[src/rtl/issue_pkg.sv]
// Shared definitions for the issue scheduler: CDB source encodings and default unit latencies.
package issue_pkg;

  typedef logic [1:0] cdb_src_t;

  localparam cdb_src_t SRC_INT  = 2'd0;
  localparam cdb_src_t SRC_LDST = 2'd1;
  localparam cdb_src_t SRC_MULT = 2'd2;
  localparam cdb_src_t SRC_DIV  = 2'd3;

  localparam int MULT_LAT_DEF = 4;
  localparam int DIV_LAT_DEF  = 7;

  // Latency field wide enough to hold any latency up to max_lat+1.
  function automatic int lat_width(input int max_lat);
    return $clog2(max_lat + 2);
  endfunction

endpackage

[src/rtl/cdb_slot_ring.sv]
// Reservation shift register for future CDB slots: slot j set means a result lands j cycles from now.
module cdb_slot_ring
  import issue_pkg::*;
#(
  parameter int DEPTH = DIV_LAT_DEF,
  parameter int LAT_W = lat_width(DEPTH)
) (
  input  logic             clk,
  input  logic             reset_n,
  input  logic             reserve,
  input  logic [LAT_W-1:0] latency,
  input  cdb_src_t         src,
  output logic [DEPTH:1]   free,
  output logic             head_valid,
  output cdb_src_t         head_src
);

  logic [DEPTH:1]      res_reg;
  logic [DEPTH:1]      res_next;
  logic [DEPTH:1][1:0] src_reg;
  logic [DEPTH:1][1:0] src_next;

  genvar gi;
  generate
    for (gi = 1; gi <= DEPTH; gi++) begin : g_slot
      logic hit;
      // A reservation with latency L lands in slot L-1 after this edge's shift.
      assign hit = reserve && (latency == LAT_W'(gi + 1));
      if (gi == DEPTH) begin : g_top
        assign res_next[gi] = hit;
        assign src_next[gi] = hit ? src : SRC_INT;
      end else begin : g_mid
        assign res_next[gi] = res_reg[gi+1] | hit;
        assign src_next[gi] = hit ? src : src_reg[gi+1];
      end
    end
  endgenerate

  always_ff @(posedge clk or negedge reset_n) begin
    if (!reset_n) begin
      res_reg <= '0;
      src_reg <= '0;
    end else begin
      res_reg <= res_next;
      src_reg <= src_next;
    end
  end

  assign free       = ~res_reg;
  assign head_valid = res_reg[1];
  assign head_src   = src_reg[1];

endmodule

[src/rtl/issue_sched.sv]
// Issue scheduler: grants one ready queue per cycle only when its CDB result slot is free.
module issue_sched
  import issue_pkg::*;
#(
  parameter int MULT_LAT = MULT_LAT_DEF,
  parameter int DIV_LAT  = DIV_LAT_DEF
) (
  input  logic       clk,
  input  logic       reset_n,
  input  logic       issueint_ready,
  output logic       issueint_done,
  input  logic       issueldst_ready,
  output logic       issueldst_done,
  input  logic       issuemult_ready,
  output logic       issuemult_done,
  input  logic       issuediv_ready,
  output logic       issuediv_done,
  output logic [1:0] cdb_sel,
  output logic       cdb_sel_valid,
  output logic       div_busy
);

  localparam int LAT_W = lat_width(DIV_LAT);
  localparam int DCW   = $clog2(DIV_LAT + 1);

  logic [DIV_LAT:1] free;
  logic             head_valid;
  cdb_src_t         head_src;

  logic             rr_last_reg;
  logic [DCW-1:0]   div_cnt_reg;
  logic             cdb_valid_reg;
  cdb_src_t         cdb_sel_reg;

  logic int_elig, ldst_elig, mult_elig, div_elig;
  logic grant_int, grant_ldst, grant_mult, grant_div, grant_any;
  logic [LAT_W-1:0] grant_lat;
  cdb_src_t         grant_src;
  logic             cdb_valid_next;
  cdb_src_t         cdb_sel_next;
  logic             unused_free;

  assign int_elig  = issueint_ready  & free[1];
  assign ldst_elig = issueldst_ready & free[1];
  assign mult_elig = issuemult_ready & free[MULT_LAT];
  assign div_elig  = issuediv_ready  & free[DIV_LAT] & (div_cnt_reg == '0);

  // div > mult > round-robin pair; rr_last_reg=1 favours int on a tie.
  assign grant_div  = div_elig;
  assign grant_mult = mult_elig & ~div_elig;
  assign grant_int  = ~div_elig & ~mult_elig & int_elig  & (~ldst_elig | rr_last_reg);
  assign grant_ldst = ~div_elig & ~mult_elig & ldst_elig & (~int_elig  | ~rr_last_reg);
  assign grant_any  = grant_div | grant_mult | grant_int | grant_ldst;

  always_comb begin
    grant_lat = LAT_W'(1);
    grant_src = SRC_INT;
    if (grant_div) begin
      grant_lat = LAT_W'(DIV_LAT);
      grant_src = SRC_DIV;
    end else if (grant_mult) begin
      grant_lat = LAT_W'(MULT_LAT);
      grant_src = SRC_MULT;
    end else if (grant_ldst) begin
      grant_src = SRC_LDST;
    end
  end

  // Single-cycle ops match no ring stage; they go straight to the CDB register below.
  cdb_slot_ring #(
    .DEPTH (DIV_LAT),
    .LAT_W (LAT_W)
  ) u_ring (
    .clk        (clk),
    .reset_n    (reset_n),
    .reserve    (grant_any),
    .latency    (grant_lat),
    .src        (grant_src),
    .free       (free),
    .head_valid (head_valid),
    .head_src   (head_src)
  );

  always_comb begin
    cdb_valid_next = head_valid | grant_int | grant_ldst;
    cdb_sel_next   = SRC_INT;
    if (grant_ldst)
      cdb_sel_next = SRC_LDST;
    else if (!grant_int && head_valid)
      cdb_sel_next = head_src;
  end

  always_ff @(posedge clk or negedge reset_n) begin
    if (!reset_n) begin
      rr_last_reg   <= 1'b1;
      div_cnt_reg   <= '0;
      cdb_valid_reg <= 1'b0;
      cdb_sel_reg   <= SRC_INT;
    end else begin
      if (grant_int)
        rr_last_reg <= 1'b0;
      else if (grant_ldst)
        rr_last_reg <= 1'b1;
      if (grant_div)
        div_cnt_reg <= DCW'(DIV_LAT - 1);
      else if (div_cnt_reg != '0)
        div_cnt_reg <= div_cnt_reg - 1'b1;
      cdb_valid_reg <= cdb_valid_next;
      cdb_sel_reg   <= cdb_sel_next;
    end
  end

  // Grants are forced low while reset is held, independent of the ready inputs.
  assign issueint_done  = grant_int  & reset_n;
  assign issueldst_done = grant_ldst & reset_n;
  assign issuemult_done = grant_mult & reset_n;
  assign issuediv_done  = grant_div  & reset_n;

  assign cdb_sel_valid = cdb_valid_reg;
  assign cdb_sel       = cdb_sel_reg;
  assign div_busy      = (div_cnt_reg != '0);
  assign unused_free   = ^free;

endmodule

[config.mk]
export PLATFORM = sky130hd
export DESIGN_NAME = issue_sched
export DESIGN_NICKNAME = d
export VERILOG_FILES = /design/src/rtl/issue_pkg.sv /design/src/rtl/cdb_slot_ring.sv /design/src/rtl/issue_sched.sv
export SDC_FILE = /design/constraint.sdc
export NUM_CORES = 1
export LEC_CHECK = 0
export CORE_AREA = 5 5 56 58
export CTS_BUF_LIST = sky130_fd_sc_hd__clkbuf_4 sky130_fd_sc_hd__clkbuf_8
export CTS_CLUSTER_DIAMETER = 150
export DETAILED_ROUTE_END_ITERATION = 10
export DIE_AREA = 0 0 61 63
export MAX_ROUTING_LAYER = met4
export PLACE_DENSITY = 0.73
export SYNTH_ARGS = -nofsm -noshare
export SYNTH_HDL_FRONTEND = slang
export SYNTH_HIERARCHICAL = 1
export SYNTH_SLANG_ARGS = --single-unit
export TNS_END_PERCENT = 30
[constraint.sdc]
create_clock -name clk -period 1.9 [get_ports clk]
set_input_delay 0.38 -clock clk [delete_from_list [all_inputs] [get_ports clk]]
set_output_delay 0.38 -clock clk [all_outputs]
set_load 0.02 [all_outputs]
== Yosys cells after proc, flatten, opt, wreduce, memory -nomap -nowiden ==
Index checks and enable logic that the tools add are counted.
Operators by class
  equality and inequality tests: 7
  add/sub/neg operators: 1
  bitwise logic cells: 34
  reduce and logical (&&, ||, !) cells: 13
  muxes and demuxes: 18
Operator list (number)
  2-bit 2-to-1 mux: 11
  4-bit by 3-bit == test with 1-bit output, second input constant: 4
  1-bit AND: 15
  1-bit OR: 13
  3-bit 2-to-1 mux: 3
  4-bit by 2-bit == test with 1-bit output, second input constant: 2
  1-bit logical AND: 8
  7-bit NOT: 1
  1-bit NOT: 5
  4-bit == test, second input constant: 1
  4-bit 2-to-1 mux: 1
  2-bit nonzero test: 2
  3-bit zero test: 1
  1-bit 2-to-1 mux: 3
  3-bit nonzero test: 1
  3-bit by 1-bit subtractor with 3-bit output, second input constant: 1
  1-bit zero test: 1
Word-level totals
  output and inout bits: 8
  register bits: 28
  word-level logic and storage cells: 85

== Logic depth before layout (Yosys ltp) ==
  depth in word-level cells: 11
  mapped depth: 7
  gate-level depth less buffers: 7

== Hierarchy ==
Netlist, hierarchy kept.
By module, submodules not included
  cdb_slot_ring: area an instance 839.6 um^2, cells each 62, sequential area each 525.5 um^2, times used 1
  issue_sched: area an instance 426.7 um^2, cells each 48, sequential area each 176.4 um^2, times used 1

== Least setup slack after synthesis ==
Ideal clock, no wire load.
  path kind: register to register
  from: reg div_cnt_reg[0]
  to: reg u_ring/src_reg[6] (netlist bit)
  data required time: 1.775 ns
  stages on the path, launching flop included: 8
  data arrival time: 1.920 ns
  slack: -0.145 ns
  cells stage by stage: dfrtp_1 > inv_1 > ha_1 > nand4b_4 > nand2_1 > nand3b_1 > nor3b_1 > mux2_2
RTL lines
  start, declared: line issue_sched.sv:31  | logic [DCW-1:0] div_cnt_reg;
  start signal, assigned: line issue_sched.sv:105  | div_cnt_reg <= DCW'(DIV_LAT - 1);
  start signal, assigned: line issue_sched.sv:107  | div_cnt_reg <= div_cnt_reg - 1'b1;
  end signal, assigned: line cdb_slot_ring.sv:45  | src_reg <= src_next;
  end, declared: line cdb_slot_ring.sv:20  | logic [DEPTH:1][1:0] src_reg;

==> impl_metrics.csv <==
group,metric,value,unit
status,status,"finished, violations left",
status,violations,"setup timing",
cts,clk_latency,0.32,ns
global_route,first_global_vias,973,
worst_setup_path,crit_required,2.12,ns
logic_synthesis,syn_inst,107,
logic_synthesis,syn_area,1255,um2
sta,hold_viol_final,0,
layout,nNetsFinal,162,
pwr,power.density,1221,nW/um2
cts,clkTransAtPathRegs,0.14,ns
sta,post-route-period-util,104.6,%
placement,dp.cells,176,
layout,largest_reg_flops,12,
worst_setup_path,path_class,"flop to flop",
sta,skew,0.004574,ns
worst_hold_path,hold_path.class,"input port to async pin",
sta,setup_violations,7,
floorplanning,die_width,61,um
cts,cts_root_buf,"clkbuf_4",
global_route,grt_max_degree,27,
layout,insertedDiodeCount,0,
sta,grt_setup_unrepaired,"true",
floorplanning,dieArea,3843,um2
cts,max-clock-path-buffers,2,
floorplanning,start_util,47.99,%
cts,cts_buffers,3,
pwr,peakVddDrop,0.001248,V
routing,ant_nets,0,
pwr,power,2.109,mW
routing,drtIter0Drc,14,
cts,cts-htree-levels,1,
worst_setup_path,reg2reg_depth,7,
placement,place.gp.congestion,0.7559,
placement,detailed_place_hpwl,1792,um
routing,wl_per_cell,13.99,um
worst_setup_path,start_kind,"flop",
routing,route.vias.total,909,
routing,first_pass_iters,4,
cts,cts_tree,"yes",
global_route,overflow,0,
layout,drive_above_1_share,44.44,%
sta,setup_ws,-0.08819,ns
floorplanning,ios,14,
global_route,grtUsageTotal,15.37,%
sta,setup_tns,-0.3238,ns
layout,final_util,66.03,%
logic_synthesis,yosys_warnings,6,
pwr,power_leakage,0.9193,nW
layout,syn2layout_area_growth,37.59,%
sta,slew_violations,0,
sta,post-route-min-period,1.988,ns
global_route,antenna_found_initial,0,
run,max_cap_violations,0,
floorplanning,fp-row-count,19,
sta,fmax,503.0,MHz
worst_setup_path,endpoint_kind,"flop",
routing,drc,0,
floorplanning,die_y,63,um
worst_setup_path,cp_max_fo,7,
placement,placed_cell_area,1609,um2
logic_synthesis,avgSynthCellArea,11.73,um2
worst_setup_path,arrival,2.21,ns
routing,postRouteWirelength,2575,um
placement,io_buffer_count,13,
global_route,grt_first_pass_wirelength,4395,um
layout,stdcell_count,184,
routing,viasPerCell,4.940,
cts,cts-hold-fix-buffers,0,
floorplanning,core,2615,um2
layout,design_area,1727,um2
cts,cts.sinks,28,
worst max-delay path, cell delays in order, from the launching register on:
cell and delay (ns):
dfrtp_1 0.40, inv_2 0.06, ha_4 0.17, nand4b_4 0.15
nand3_4 0.10, buf_4 0.15, or4_4 0.56, mux2_4 0.31
where the power goes:
group / leakage (nW) / internal [mW] / switching (mW)
combinational: 0.522 / 0.483 / 0.426
clock: 0.0279 / 0.213 / 0.169
sequential: 0.369 / 0.752 / 0.0657
total: 0.919 / 1.45 / 0.660
area by class of cell:
class | instances | area, um2
timing repair buffer | 40 | 315.3
fill | 196 | 888.4
sequential | 28 | 701.9
clock buffer | 3 | 22.52
clock inverter | 1 | 30.03
tap | 31 | 38.79
multi-input combinational | 70 | 576.8
inverter | 11 | 41.29
per-stage QoR:
stage	setup WS [ns]	hold WS [ns]
5_1_grt	-0.1801	0.4187
4_1_cts	-0.05935	0.4217
3_3_place_gp	-0.3199	0.4127
2_1_floorplan	-0.04185	0.08441
3_5_place_dp	-0.3357	0.4247
6_report	-0.08819	0.4249
placed cells by master (no fill, tap or decap), types with 2 or more instances in the layout:
cell,count
inv_1,9
buf_2,2
dfrtp_1,27
o21ai_0,4
a2bb2oi_1,2
nand2_2,2
nor3b_4,2
or2_2,3
inv_2,2
mux2_2,8
nand3_2,2
conb_1,5
nand2_1,8
mux2_4,4
clkdlybuf4s50_1,8
a21oi_1,2
nand4_1,2
and2_1,2
nor2_1,6
clkbuf_4,3
buf_4,30
worst paths after layout:
check | start | endpoint | slack [ns]
max | div_cnt_reg[0] | u_ring/head_src[0] | -0.09
min | reset_n | cdb_sel[0] | 0.42
max reg2reg | div_cnt_reg[0] | u_ring/head_src[0] | -0.09
min reg2reg | u_ring/res_reg[2] | u_ring/res_reg[1] | 0.46
max in group asynchronous | reset_n | u_ring/res_reg[6] | 1.12
min in group clk | u_ring/res_reg[2] | u_ring/res_reg[1] | 0.46
routing by layer:
metal | wire length, um | up-vias | GRT usage, % | share of wire, %
li1 | - | 446 | - | -
met1 | 1032 | 448 | 18.68 | 40
met2 | 1439 | 13 | 26.07 | 56
met3 | 88 | 2 | 2.479 | 3.4
met4 | 16 | 0 | 3.794 | 0.62
met5 | 0 | - | - | 0
repair_timing:
| item | in CTS | in global routing |
|---|---|---|
| buffers inserted | 1 | 3 |
| pin swaps | 3 | 3 |
| resized for setup | 25 | 11 |
| endpoints found under the setup margin | 17 | 18 |
No activity file was read; power rests on OpenSTA's default activity.
